### src/rtl/fp_comparator_pipe_if.sv
// rtl/fp_comparator_pipe_if.sv - operand/result handshake bundle for fp_comparator_pipe
// master = producer/consumer side, slave = comparator side.
interface fp_comparator_pipe_if #(
  parameter int EXP_W = 8,
  parameter int MAN_W = 23,
  parameter int CNT_W = 16
);
  localparam int W = 1 + EXP_W + MAN_W;

  logic             in_valid;
  logic             in_ready;
  logic [W-1:0]     in_A;
  logic [W-1:0]     in_B;
  logic             in_mode;
  logic             out_valid;
  logic             out_ready;
  logic [1:0]       out_code;
  logic [CNT_W-1:0] nan_cnt;

  modport master (
    output in_valid, in_A, in_B, in_mode, out_ready,
    input  in_ready, out_valid, out_code, nan_cnt
  );

  modport slave (
    input  in_valid, in_A, in_B, in_mode, out_ready,
    output in_ready, out_valid, out_code, nan_cnt
  );
endinterface

### src/rtl/fp_comparator_pipe.sv
// rtl/fp_comparator_pipe.sv - two-stage IEEE-style / raw unsigned comparator with NaN counter
// S1 captures operands plus classification, S2 holds the 2-bit result code.
module fp_comparator_pipe #(
  parameter int EXP_W = 8,
  parameter int MAN_W = 23,
  parameter int CNT_W = 16
) (
  input logic               clk,
  input logic               rst,
  fp_comparator_pipe_if.slave bus
);
  localparam int W = 1 + EXP_W + MAN_W;
  localparam logic [CNT_W-1:0] CNT_MAX = {CNT_W{1'b1}};

  localparam logic [1:0] CODE_EQ  = 2'b00;
  localparam logic [1:0] CODE_LT  = 2'b01;
  localparam logic [1:0] CODE_GT  = 2'b10;
  localparam logic [1:0] CODE_UNO = 2'b11;

  logic             s1_valid_q;
  logic [W-1:0]     s1_a_q;
  logic [W-1:0]     s1_b_q;
  logic             s1_mode_q;
  logic             s1_a_nan_q;
  logic             s1_b_nan_q;
  logic             s1_a_zero_q;
  logic             s1_b_zero_q;
  logic             s2_valid_q;
  logic [1:0]       code_q;
  logic [CNT_W-1:0] nan_cnt_q;

  logic             s1_adv;
  logic             s2_adv;
  logic             a_nan_d;
  logic             b_nan_d;
  logic             a_zero_d;
  logic             b_zero_d;
  logic [1:0]       code_d;
  logic [CNT_W-1:0] nan_cnt_d;

  assign s2_adv       = !s2_valid_q || bus.out_ready;
  assign s1_adv       = !s1_valid_q || s2_adv;
  assign bus.in_ready = s1_adv;

  assign bus.out_valid = s2_valid_q;
  assign bus.out_code  = code_q;
  assign bus.nan_cnt   = nan_cnt_q;

  // Classification of the incoming operands, registered alongside them in S1.
  always_comb begin
    a_nan_d  = (&bus.in_A[W-2:MAN_W]) && (|bus.in_A[MAN_W-1:0]);
    b_nan_d  = (&bus.in_B[W-2:MAN_W]) && (|bus.in_B[MAN_W-1:0]);
    a_zero_d = ~|bus.in_A[W-2:0];
    b_zero_d = ~|bus.in_B[W-2:0];
  end

  // Sign-magnitude ordering: same-sign operands compare by {exp,man}, reversed when negative.
  always_comb begin
    code_d = CODE_EQ;
    if (s1_mode_q) begin
      if (s1_a_q == s1_b_q)     code_d = CODE_EQ;
      else if (s1_a_q < s1_b_q) code_d = CODE_LT;
      else                      code_d = CODE_GT;
    end else if (s1_a_nan_q || s1_b_nan_q) begin
      code_d = CODE_UNO;
    end else if (s1_a_zero_q && s1_b_zero_q) begin
      code_d = CODE_EQ;
    end else if (s1_a_q[W-1] != s1_b_q[W-1]) begin
      code_d = s1_a_q[W-1] ? CODE_LT : CODE_GT;
    end else if (s1_a_q[W-2:0] == s1_b_q[W-2:0]) begin
      code_d = CODE_EQ;
    end else if ((s1_a_q[W-2:0] < s1_b_q[W-2:0]) ^ s1_a_q[W-1]) begin
      code_d = CODE_LT;
    end else begin
      code_d = CODE_GT;
    end
  end

  always_comb begin
    nan_cnt_d = nan_cnt_q;
    if (s2_valid_q && bus.out_ready && (code_q == CODE_UNO) && (nan_cnt_q != CNT_MAX))
      nan_cnt_d = nan_cnt_q + CNT_W'(1);
  end

  always_ff @(posedge clk or posedge rst) begin
    if (rst) begin
      s1_valid_q  <= 1'b0;
      s1_a_q      <= '0;
      s1_b_q      <= '0;
      s1_mode_q   <= 1'b0;
      s1_a_nan_q  <= 1'b0;
      s1_b_nan_q  <= 1'b0;
      s1_a_zero_q <= 1'b0;
      s1_b_zero_q <= 1'b0;
      s2_valid_q  <= 1'b0;
      code_q      <= CODE_EQ;
      nan_cnt_q   <= '0;
    end else begin
      if (s1_adv) begin
        s1_valid_q <= bus.in_valid;
        if (bus.in_valid) begin
          s1_a_q      <= bus.in_A;
          s1_b_q      <= bus.in_B;
          s1_mode_q   <= bus.in_mode;
          s1_a_nan_q  <= a_nan_d;
          s1_b_nan_q  <= b_nan_d;
          s1_a_zero_q <= a_zero_d;
          s1_b_zero_q <= b_zero_d;
        end
      end
      if (s2_adv) begin
        s2_valid_q <= s1_valid_q;
        if (s1_valid_q)
          code_q <= code_d;
      end
      nan_cnt_q <= nan_cnt_d;
    end
  end
endmodule

### src/flat_wrapper.sv
// flat-port wrapper written by rule: the top's interface ports become plain ports
module fp_comparator_pipe_flat 
#(
  parameter int EXP_W = 8,
  parameter int MAN_W = 23,
  parameter int CNT_W = 16
)
  (clk, rst, bus_in_valid, bus_in_A, bus_in_B, bus_in_mode, bus_out_ready, bus_in_ready, bus_out_valid, bus_out_code, bus_nan_cnt);
  fp_comparator_pipe_if #(.EXP_W(EXP_W), .MAN_W(MAN_W), .CNT_W(CNT_W)) bus_i ();
  input logic clk;
  input logic rst;
  input wire logic [$bits(bus_i.in_valid)-1:0] bus_in_valid;
  input wire logic [$bits(bus_i.in_A)-1:0] bus_in_A;
  input wire logic [$bits(bus_i.in_B)-1:0] bus_in_B;
  input wire logic [$bits(bus_i.in_mode)-1:0] bus_in_mode;
  input wire logic [$bits(bus_i.out_ready)-1:0] bus_out_ready;
  output wire logic [$bits(bus_i.in_ready)-1:0] bus_in_ready;
  output wire logic [$bits(bus_i.out_valid)-1:0] bus_out_valid;
  output wire logic [$bits(bus_i.out_code)-1:0] bus_out_code;
  output wire logic [$bits(bus_i.nan_cnt)-1:0] bus_nan_cnt;
  assign bus_i.in_valid = bus_in_valid;
  assign bus_i.in_A = bus_in_A;
  assign bus_i.in_B = bus_in_B;
  assign bus_i.in_mode = bus_in_mode;
  assign bus_i.out_ready = bus_out_ready;
  assign bus_in_ready = bus_i.in_ready;
  assign bus_out_valid = bus_i.out_valid;
  assign bus_out_code = bus_i.out_code;
  assign bus_nan_cnt = bus_i.nan_cnt;
  fp_comparator_pipe #(.EXP_W(EXP_W), .MAN_W(MAN_W), .CNT_W(CNT_W)) u_core (.clk(clk), .rst(rst), .bus(bus_i));
endmodule
### config.mk
export PLATFORM = sky130hd
export DESIGN_NAME = fp_comparator_pipe_flat
export DESIGN_NICKNAME = d
export VERILOG_FILES = /design/src/rtl/fp_comparator_pipe_if.sv /design/src/rtl/fp_comparator_pipe.sv /design/src/flat_wrapper.sv
export SDC_FILE = /design/constraint.sdc
export NUM_CORES = 1
export LEC_CHECK = 0
export CORE_MARGIN = 2
export CORE_UTILIZATION = 48
export CTS_BUF_LIST = sky130_fd_sc_hd__clkbuf_8
export DETAILED_ROUTE_END_ITERATION = 8
export PLACE_DENSITY_LB_ADDON = 0.25
export SETUP_SLACK_MARGIN = 0.4
export SYNTH_ARGS = -nofsm -noshare
export SYNTH_HDL_FRONTEND = slang
export SYNTH_SLANG_ARGS = --single-unit
### constraint.sdc
create_clock -name clk -period 3.1 [get_ports clk]
set_input_delay 0.62 -clock clk [delete_from_list [all_inputs] [get_ports clk]]
set_output_delay 0.62 -clock clk [all_outputs]
set_load 0.02 [all_outputs]
After elaboration in Yosys (flattened, before gate mapping)
Cells that the tools add are included.
Storage, ports and cells
  word-level logic and storage cells: 50
  input port bits: 69
  register bits: 89
  output and inout bits: 20
Operators by class
  equal/unequal tests: 5
  reduce and logical (&&, ||, !) cells: 21
  $lt $le $gt $ge: 2
  bitwise logic cells: 1
  mux-type cells: 9
  $add $sub $neg: 1
Operators with widths (number)
  $reduce_or 31->1: 2
  $reduce_or 23->1: 2
  $eq 32x32->1: 1
  $lt 32x32->1: 1
  $eq 31x31->1: 1
  $lt 31x31->1: 1
  $mux 2: 9
  $add 16x1->16 const B: 1
  $ne 16x16->1 const B: 1
  $reduce_and 8->1: 2
  $logic_and 1x1->1: 6
  $logic_not 1->1: 4
  $reduce_and 2->1: 2
  $logic_or 1x1->1: 3
  $eq 2x2->1 const B: 1
  $ne 1x1->1: 1
  $xor 1x1->1: 1

Logic depth before layout (Yosys ltp)
  depth in word-level cells: 8
  depth in mapped cells: 9
  mapped depth without buffers: 9

Worst setup path before layout
Ideal clock, no wire load.
  path kind: reg2reg
  start: register u_core.s1_b_q[10]
  end: register u_core.code_q[0] (netlist: u_core.bus.out_code[0])
  data required time: 2.971 ns
  path slack: 1.037 ns
  path buffers: 0
  setup time: 0.129 ns
  stages on the path, launching flop included: 10
  period minus slack after synthesis: 2.063 ns
  data arrival time: 1.933 ns
  cells stage by stage: dfrtp_1 -> inv_1 -> ha_1 -> a21oi_1 -> o21ai_0 -> a221oi_1 -> a21boi_1 -> o311a_1 -> o32ai_1 -> a21oi_1
Between the ends
  cells in the longest elaborated chain, start to end: 8
  elaborated cells between the ends (all ways): 13
  classes of those cells: order compare: 2; eq/ne: 2; mux: 8; bitwise: 1
RTL lines
  from (decl): line fp_comparator_pipe.sv:22  | logic [W-1:0] s1_b_q;
  from (signal assigned): line fp_comparator_pipe.sv:103  | s1_b_q <= bus.in_B;
  $lt 31x31->1: line fp_comparator_pipe.sv:72  | end else if ((s1_a_q[W-2:0] < s1_b_q[W-2:0]) ^ s1_a_q[W-1]) begin
  $xor 1x1->1: line fp_comparator_pipe.sv:72
  $mux 2: line fp_comparator_pipe.sv:72
  $mux 2: line fp_comparator_pipe.sv:70  | end else if (s1_a_q[W-2:0] == s1_b_q[W-2:0]) begin
  $mux 2: line fp_comparator_pipe.sv:68  | end else if (s1_a_q[W-1] != s1_b_q[W-1]) begin
  $mux 2: line fp_comparator_pipe.sv:66  | end else if (s1_a_zero_q && s1_b_zero_q) begin
  $mux 2: line fp_comparator_pipe.sv:64  | end else if (s1_a_nan_q || s1_b_nan_q) begin
  $mux 2 *: line fp_comparator_pipe.sv:60  | if (s1_mode_q) begin
  to (signal assigned): line fp_comparator_pipe.sv:114  | code_q <= code_d;
  to (decl): line fp_comparator_pipe.sv:29  | logic [1:0] code_q;
Mark *: on every way between the ends. The rest lies on a longest branch, timed or not.
A chain may end at the register's enable or synchronous reset.

Final worst setup path
  start: input bus_out_ready
  end: output bus_in_ready
Between the ends
  cells in the longest elaborated chain, start to end: 2
RTL lines
  from (decl): line flat_wrapper.sv:16  | input wire logic [$bits(bus_i.out_ready)-1:0] bus_out_ready;
  $logic_or 1x1->1: line fp_comparator_pipe.sv:41  | assign s2_adv = !s2_valid_q || bus.out_ready;
  $logic_or 1x1->1: line fp_comparator_pipe.sv:42  | assign s1_adv = !s1_valid_q || s2_adv;
  to (decl): line flat_wrapper.sv:17  | output wire logic [$bits(bus_i.in_ready)-1:0] bus_in_ready;
Every way passes these cells.

==> summary.md <==
| Metric | Value |
|---|---|
| WL/cell | 16.00 µm |
| Die Height | ~100 µm |
| RSZ-0062 raised after global routing | no |
| Grt ovf | 0 |
| Clock Tree Buf Depth | 2 |
| Mapped Avg Cell Area | 11.47 µm² |
| Crit-path cells | clkdlybuf4s50_1 > nand3b_1 > clkdlybuf4s50_1 |
| Setup ws final | 0.5816 ns |
| FF-to-FF Start | u_core.s1_b_q[8] |
| Sw frac | 0.2951 |
| Post-synthesis cell type count | 39 |
| Worst R2R End | u_core.bus.out_code[0] |
| Post-synthesis async set-or-reset flop share | 1.000 |
| Post-Syn Area | between 4000 and 5000 µm² |
| CP Max Fanout | 3 |
| Via-to-Cell Ratio | 5.477 |
| Fmax | 397.1 MHz |
| IR drop worst, VDD | 0.4505 mV |
| Setup Skew | 0.007680 ns |
| Status | finished, final reports clean |
| Leak Pwr | around 0.0025 µW |
| Clock power share | 0.255 |
| Post-CTS setup repair buffer count | 0 |
| Cts bufs inserted | 9 |
| Period minus WS final | 2.518 ns |
| Nets | 590 |
| Core area | a little over 9000 µm² |
| Vias in the first global route | 3384 |
| Clk Latency, worst-skew pair | 0.35 ns |
| Post-layout util | 0.6245 |
| Global-route wire length before repair | ~16000 µm |
| Internal Pwr Total | 2130 µW |
| Register share of total power | 0.476 |
| CP max stage delay | 0.63 ns |
| CP max stage cell | clkdlybuf4s50_1 |
| Power share of the combinational group | 0.269 |
| Ys Warns | 0 |
| Slew headroom | 0.6867 |
| Pre-CTS setup slack | 0.5797 ns |
| Row count | 35 |
| CP most frequent cell | clkdlybuf4s50_1 |
| CTS resizes | 0 |
| Hpwl dp | 7148 µm |
| I/O pins | 89 |
| ANT cells | 0 |
| Yosys reg bits | slightly below 90 |
| Antenna viol nets, final | 0 |
| CP Data Required Time | 2.48 ns |
| Die area | slightly above 10000 µm² |
| Antenna violations before repair | 0 |
| Critical Path AT | 1.90 ns |
| Post-synth EDFFs | 0 |
| Routability Congestion | roughly 0.8 |
| Commonest non-fill, non-tap cell in the layout | dfrtp_1 |
| WL final | between 9000 and 10000 µm |
| # H-tree levels | 3 |
| Worst reg-to-reg path cell count | 9 |
| Crit Path Category | in2out |
| PD cells | 526.3 nW/µm² |
| Worst-Margin Slew | 0.4640 ns |
| Hold_buf cts | 0 |
| Port-buffer cells | 88 |
| Hold WC Path Type | reg2reg |
| Tot GR Track Use | 0.1994 |
| Primary FF master, synth | dfrtp_1 |
| Initial core utilization | 0.4914 |
| Setup TNS | 0 ns |
| DR DRC count | 0 |
| Hold path start | u_core.s1_a_nan_q |
| Clock sinks | 89 |
| Initial DRC count | 68 |
| CP Launch Type | input pin |
| Inst Count DP | 588 |
| Synthesized net count | about 500 |
| Layout cell share with drive strength beyond 1 | 0.1813 |
| Worst-path clk slew | 0.07 ns |
| WHS Endpoint | u_core.s1_a_nan_q |
| Hold-critical path depth | 2 |
| # setup viols final | 0 |
| Final Power | 3022 µW |
| Die width | 101.0 µm |
| Synth-to-Final Area Change | 27.08% |
| Cells after Synth | around 390 |
| Most frequent cells in the layout | dfrtp_1 (89), clkdlybuf4s50_1 (88), mux2_2 (65) |
| Sequential element share of the synthesized area | 0.4928 |
| Switch Pwr | 891.9 µW |
| Max Cap Violations | 0 |
| Via count | 3297 |
| Slew Viols, Final | 0 |
| Crit path capture type | output port |
| CTS tree | built |
| Non-filler cells, final | between 600 and 700 |
| Largest net degree at the start of global routing | 90 |
| Hold Fails Final Rpt | 0 |
| Reg-to-reg slack, setup | 0.70 ns |
| Drt pass-1 iters | 6 |
| Final Cycle Share | 0.8124 |
| Clk root buf | clkbuf_8 |
[sequential cells by signal, indices dropped and copies added, names as in the netlist]
signal and count:
u_core.bus.nan_cnt 16, u_core.bus.out_code 2, u_core.bus.out_valid 1, u_core.s1_a_nan_q 1, u_core.s1_a_q 32, u_core.s1_a_zero_q 1, u_core.s1_b_nan_q 1, u_core.s1_b_q 32
u_core.s1_b_zero_q 1, u_core.s1_mode_q 1, u_core.s1_valid_q 1
[cell usage after synthesis, types with 2 or more instances]
cell type	n	area, µm²
mux2_2	65	732.0
a21oi_1	16	80.08
and3_1	2	12.51
ha_1	33	412.9
a221oi_1	2	17.52
o311a_1	2	20.02
nand3b_1	2	15.01
nor4_1	15	93.84
nand2_1	30	112.6
nand4_1	13	81.33
o32ai_1	2	17.52
nand3_1	7	35.03
xnor2_1	10	87.58
dfrtp_1	89	2227
inv_1	39	146.4
nor3_1	5	25.02
or3_4	2	22.52
o21ai_0	10	50.05
nand2b_1	3	18.77
xor2_1	5	43.79
o41ai_1	4	35.03
a22oi_1	2	15.01
clkbuf_1	7	26.28
and4_1	3	26.28
nor2_1	12	45.04
[worst max path at each step]
stage | startpoint | end | cells after the start
floorplan | u_core.s1_b_q[10] | u_core.bus.out_code[0] | 9
global placement | bus_out_ready | bus_in_ready | 3
detailed placement | bus_out_ready | bus_in_ready | 3
CTS | bus_out_ready | bus_in_ready | 3
global route | u_core.s1_b_q[8] | u_core.bus.out_code[1] | 9
finish | bus_out_ready | bus_in_ready | 3
[through the flow]
step	cell area, µm²	hold WS [ns]
floorplan	4523	0.4442
global placement	5559	0.4658
detailed placement	5559	0.4673
CTS	5743	0.4922
global route	5743	0.5110
finish	5743	0.4870
[critical path, delay by kind of cell]
kind | cells | cell delay (ns)
buffers and inverters | 2 | 1.11
and+or+nand+nor | 1 | 0.17
[routing by layer]
layer  global-route usage  share of wire  vias up
met5                    0              0        -
met3              0.03121          0.042       11
met4              0.05925          0.012        0
met2               0.3349           0.49       75
met1               0.2677           0.46     1617
li1                     -              -     1594
[power by group through the flow]
stage               sequential [µW]  clock [µW]  combinational, µW
global route                   1460         840                912
CTS                            1440         791                822
global placement               1450           0                783
finish                         1440         771                814
detailed placement             1460           0                816
floorplan                      1470           0                475
[kinds of logic after synthesis]
family | after synthesis | share of synthesized area
compound gates | 44 | 0.06534
xor+xnor | 15 | 0.02907
fa+ha+maj | 33 | 0.09136
buf+inv | 46 | 0.03821
flops | 89 | 0.4928
mux | 65 | 0.1620
simple gates | 102 | 0.1213
[cell type report]
class                      count  area [µm²]
clock inverter                 4       46.29
fill                         797        3453
inverter                      39       150.1
sequential                    89        2227
multi-input combinational    259        2122
tap                          111       138.9
timing repair buffer          90       920.9
clock buffer                  10       137.6
Note: power is estimated with default switching activity, not from simulation.
==> RTL edit 1 (config.mk and constraints unchanged) <==
`CNT_W` is set to 16 in 3 places; all go to 12.
--- a/src/rtl/fp_comparator_pipe_if.sv
+++ b/src/rtl/fp_comparator_pipe_if.sv
@@ -3,7 +3,7 @@
 interface fp_comparator_pipe_if #(
   parameter int EXP_W = 8,
   parameter int MAN_W = 23,
-  parameter int CNT_W = 16
+  parameter int CNT_W = 12
 );
   localparam int W = 1 + EXP_W + MAN_W;
 
--- a/src/rtl/fp_comparator_pipe.sv
+++ b/src/rtl/fp_comparator_pipe.sv
@@ -3,7 +3,7 @@
 module fp_comparator_pipe #(
   parameter int EXP_W = 8,
   parameter int MAN_W = 23,
-  parameter int CNT_W = 16
+  parameter int CNT_W = 12
 ) (
   input logic               clk,
   input logic               rst,
--- a/src/flat_wrapper.sv
+++ b/src/flat_wrapper.sv
@@ -3,7 +3,7 @@
 #(
   parameter int EXP_W = 8,
   parameter int MAN_W = 23,
-  parameter int CNT_W = 16
+  parameter int CNT_W = 12
 )
   (clk, rst, bus_in_valid, bus_in_A, bus_in_B, bus_in_mode, bus_out_ready, bus_in_ready, bus_out_valid, bus_out_code, bus_nan_cnt);
   fp_comparator_pipe_if #(.EXP_W(EXP_W), .MAN_W(MAN_W), .CNT_W(CNT_W)) bus_i ();
Ports: changed (resized bus_nan_cnt); port bits go from 89 to 85. No check against the original RTL was run, so the function may have changed too.
==> RTL edit 1 against the original RTL <==
  * Synthesized area down 3.5%
  * Fmax down 0.24%
  * Sequential cell count down 4
  * Power up 6.9%
  * Routed wire length down 2.5%
  * Cell count down 2.8%
  * Worst setup slack worse by 6.1 ps
  * Cell area down 2.0%
==> RTL edit 1: results (changes against the original RTL) <==
| Metric | Value |
|---|---|
| Placed cell area | 5370 sq um (-3.4%) |
| Total GRT Usage | 20.2% (+0.28 points) |
| R2r worst-path depth | 8 (-1) |
| Number of global-route vias before repair | 3415 (+0.92%) |
| Syn_nets | 482 (-2.8%) |
| Synth top area cells | dfrtp_1, mux2_2, ha_1 |
| Critical R2R Launch | u_core.s1_b_q[16] |
| Sequential fraction of the synthesis area | 48.8% (-0.50 points) |
| Commonest cells in the netlist | dfrtp_1, mux2_2, inv_1, ha_1 |
| NetSw | 920 uW (+3.1%) |
| Met1 GRT Util | 26.0% (-0.82 points) |
| Peak VDD IR | 0.000319 V (-29%) |
| Largest net degree at the start of global routing | 74 (-18%) |
| Non-filler cells in the finished layout | 585 (-2.8%) |
| Drt wl/cell | 16.1 microns (+0.34%) |
| Routability cong. | 0.839 (+3.8%) |
| First-pass GRT wire length | 16.0 mm (+0.92%) |
| Final nets | 574 (-2.7%) |
| 1st-iter DRT viols | 99 (+46%) |
| Status | complete, no violations |
| 1st-pass router iterations | 4 (-2) |
| Vias | 3181 (-3.5%) |
| GRT met3 Usage | 3.02% (-0.099 points) |
| Gate power share | 26.4% (-0.5 points) |
| Met3 WL | 339 microns (-16%) |
| Post-synthesis cell count | 380 (-3.6%) |
==> RTL edit 1: cell count changes after synthesis, moves of 3 or more <==
cell	delta
nand2_1	-13
a21o_1	+6
xnor2_1	-6
nand3_1	+5
o21ai_0	-5
dfrtp_1	-4
nand4_1	+4
nor2_1	+4
o22ai_1	+3
==> RTL edit 1: cell type report <==
| type | count | area share (%) |
|---|---|---|
| Clock buffer | 11 | 2.69 |
| Clock inverter | 5 | 1.89 |
| Inverter | 38 | 2.60 |
| Multi-Input combinational cell | 250 | 36.7 |
| Sequential cell | 85 | 37.8 |
| Tap cell | 108 | 2.40 |
| Timing Repair Buffer | 88 | 15.9 |
==> RTL edit 1: worst paths after layout <==
check / end / slack, ps
max in group asynchronous: u_core.bus.nan_cnt[4] / 1720
min: u_core.s1_a_zero_q / 490
max: bus_in_ready / 580
min reg2reg: u_core.s1_a_zero_q / 490
max reg2reg: u_core.bus.out_code[1] / 660
min in group asynchronous: u_core.s1_b_q[20] / 650
==> RTL edit 1: logic make-up after synthesis <==
kind of cell	Yosys count	share of synthesized area (%)
simple gates	97	11.7
flops	85	48.8
mux	68	17.6
buf+inv	45	3.87
compound gates	43	6.77
fa+ha+maj	33	9.47
xor+xnor	9	1.81
==> RTL edit 1: through the flow <==
stage / util [%] / worst slack [ps] / power [mW]
6_report: 64.2 / 575 / 3.23
5_1_grt: 64.2 / 534 / 3.42
4_1_cts: 64.2 / 578 / 3.26
3_5_place_dp: 61.3 / 585 / 2.27
3_3_place_gp: 61.3 / 604 / 2.23
2_1_floorplan: - / 833 / 1.93
==> RTL edit 1: critical path, cell delays in order <==
cell and delay, ps:
clkdlybuf4s50_1 500, nand3b_1 170, clkdlybuf4s50_1 620
==> RTL edit 2 (same flow settings) <==
Without the edit above. Reset style: synchronous (`rst`), changed in one clocked block.
--- a/src/rtl/fp_comparator_pipe.sv
+++ b/src/rtl/fp_comparator_pipe.sv
@@ -82,7 +82,7 @@
       nan_cnt_d = nan_cnt_q + CNT_W'(1);
   end
 
-  always_ff @(posedge clk or posedge rst) begin
+  always_ff @(posedge clk) begin
     if (rst) begin
       s1_valid_q  <= 1'b0;
       s1_a_q      <= '0;
Function: differs if rst is asserted again (counterexample within 4 cycles, from zero or initial values and one cycle with rst high); with rst held inactive, the same outputs for 10 cycles.
==> RTL edit 2 against the original RTL <==
  * Combinational power down 48%
  * Routed wire length up 9.6%
  * Utilization up 0.67 points
  * Via count up 25%
  * Synthesized area down 3.7%
  * Power down 21%
  * Clock power down 3.6%
  * Worst setup slack worse by 34 ps
  * Cell area down 3.7%
  * Cell count up 26%
  * Fmax down 1.3%
  * First-iteration DRC count up 100%
  * Sequential cell count unchanged
  * Die area down 3.5%
  * Highest routed layer unchanged
==> RTL edit 2: results (changes against the original RTL) <==
| Metric | Value |
|---|---|
| Hpwl dp | 7.68 mm (+7.4%) |
| Distinct cells, synth | 38 (-2.6%) |
| Filler cells | 789 (-1.0%) |
| Peak VDD IR | 0.000200 V (-56%) |
| Antenna violations before repair | 0 (unchanged) |
| CP delay by family, top | buffers and inverters |
| Total CTS buffers | 9 (unchanged) |
| Port Buf Inserts | 88 (unchanged) |
| Crit-path max FO | 3 (unchanged) |
| Total GRT Usage | 21.6% (+1.6 points) |
| Ys async rst share | 0% (-100 points) |
| Worst slew margin | 56.9% (-12 points) |
| WL final | 10.6 mm (+9.6%) |
| GRT met3 Usage | 4.22% (+1.1 points) |
| Placed insts | 744 (+27%) |
| Diodes inserted | 0 (unchanged) |
| CTS H-tree depth | 3 (unchanged) |
| Clock-pin slew of the registers on the worst-case setup and hold paths | 80 ps |
| Vias | 4118 (+25%) |
| Min-Delay Path Class | flip-flop to flip-flop |
| Largest net degree at the start of global routing | 49 (-46%) |
| Final nets | 749 (+27%) |
| Layout cells sized above 1 | 4.45% (-14 points) |
| Number of global-route vias before repair | 3869 (+14%) |
| CP max stage delay | 560 ps (-70 ps) |
| Crit path arrival time | 1930 ps (+30 ps) |
| Post-synthesis cell count | 567 (+44%) |
| Met1 GRT Util | 28.3% (+1.5 points) |
| Met2 global-route usage | 35.3% (+1.8 points) |
| Slowest stage cell on the critical path | clkdlybuf4s50_1 |
| Sequential fraction of the synthesis area | 40.9% (-8.3 points) |
| Clock Latency Late Sink | 370 ps (+20 ps) |
| Leakage power | 2.15 nW (-15%) |
| Status | complete, no violations |
| Clk_skew | 14.6 ps (+6.93 ps) |
| 1st-iter DRT viols | 137 (+100%) |
| Yosys warning count | 0 (unchanged) |
| Commonest cells in the netlist | nand2_1, dfxtp_1, a21oi_1, ha_1, inv_1 |
| # resized after CTS | 0 (unchanged) |
| 1st-pass router iterations | 4 (-2) |
| First-pass GRT wire length | 17.4 mm (+9.7%) |
| Root buf cell | clkbuf_8 |
| Most used DFF post-synth | dfxtp_1 |
| Placed cell area | 5350 sq um (-3.7%) |
| Non-filler cells in the finished layout | 760 (+26%) |
| Post-CTS setup buffer count | 0 (unchanged) |
| Routability cong. | 0.879 (+8.6%) |
| Syn_nets | 669 (+35%) |
| Synth top area cells | dfxtp_1, nand2_1, a21oi_1 |
| Longest Clk Path Bufs | 2 (unchanged) |
RTL edit 2: per-stage QoR:
step	setup WS [ps]	utilization [%]
6_report	547	63.1
3_5_place_dp	541	61.1
5_1_grt	452	63.1
2_1_floorplan	1060	-
3_3_place_gp	542	61.1
4_1_cts	540	63.1
RTL edit 2: final timing paths:
| check | start | slack (ps) | cells past startpoint | end |
|---|---|---|---|---|
| max reg2reg | u_core.s1_b_q[8] | 820 | 9 | u_core.bus.out_code[0] |
| min | u_core.s1_b_q[27] | 460 | 2 | u_core.s1_b_q[27] |
| min reg2reg | u_core.s1_b_q[27] | 460 | 2 | u_core.s1_b_q[27] |
| max | bus_out_ready | 550 | 4 | bus_in_ready |
RTL edit 2: cell type report:
class	count	area, sq um	share of cell area, %
clock buffer	10	138	2.49
clock inverter	6	42.5	0.769
inverter	32	120	2.17
multi-input combinational	421	2360	42.6
sequential	89	1780	32.2
tap	108	135	2.44
timing repair buffer	94	958	17.3
RTL edit 2: report_power, final:
| part | switching [mW] | leakage (nW) | internal [mW] | total [mW] |
|---|---|---|---|---|
| combinational | 0.218 | 1.33 | 0.205 | 0.423 |
| sequential | 0.0343 | 0.730 | 1.20 | 1.23 |
| clock | 0.428 | 0.0887 | 0.315 | 0.743 |
| total | 0.680 | 2.15 | 1.72 | 2.40 |
RTL edit 2: layer usage:
| metal | wire, microns | vias up |
|---|---|---|
| li1 | - | 2086 |
| met1 | 4860 | 1902 |
| met2 | 4870 | 112 |
| met3 | 603 | 18 |
| met4 | 216 | 0 |
| met5 | 0 | - |
RTL edit 2: cells by family after synthesis:
logic type / synth area share (%)
flops: 40.9
simple gates: 27.3
compound gates: 13.6
mux: 0.690
fa+ha+maj: 9.49
xor+xnor: 3.02
buf+inv: 5.03
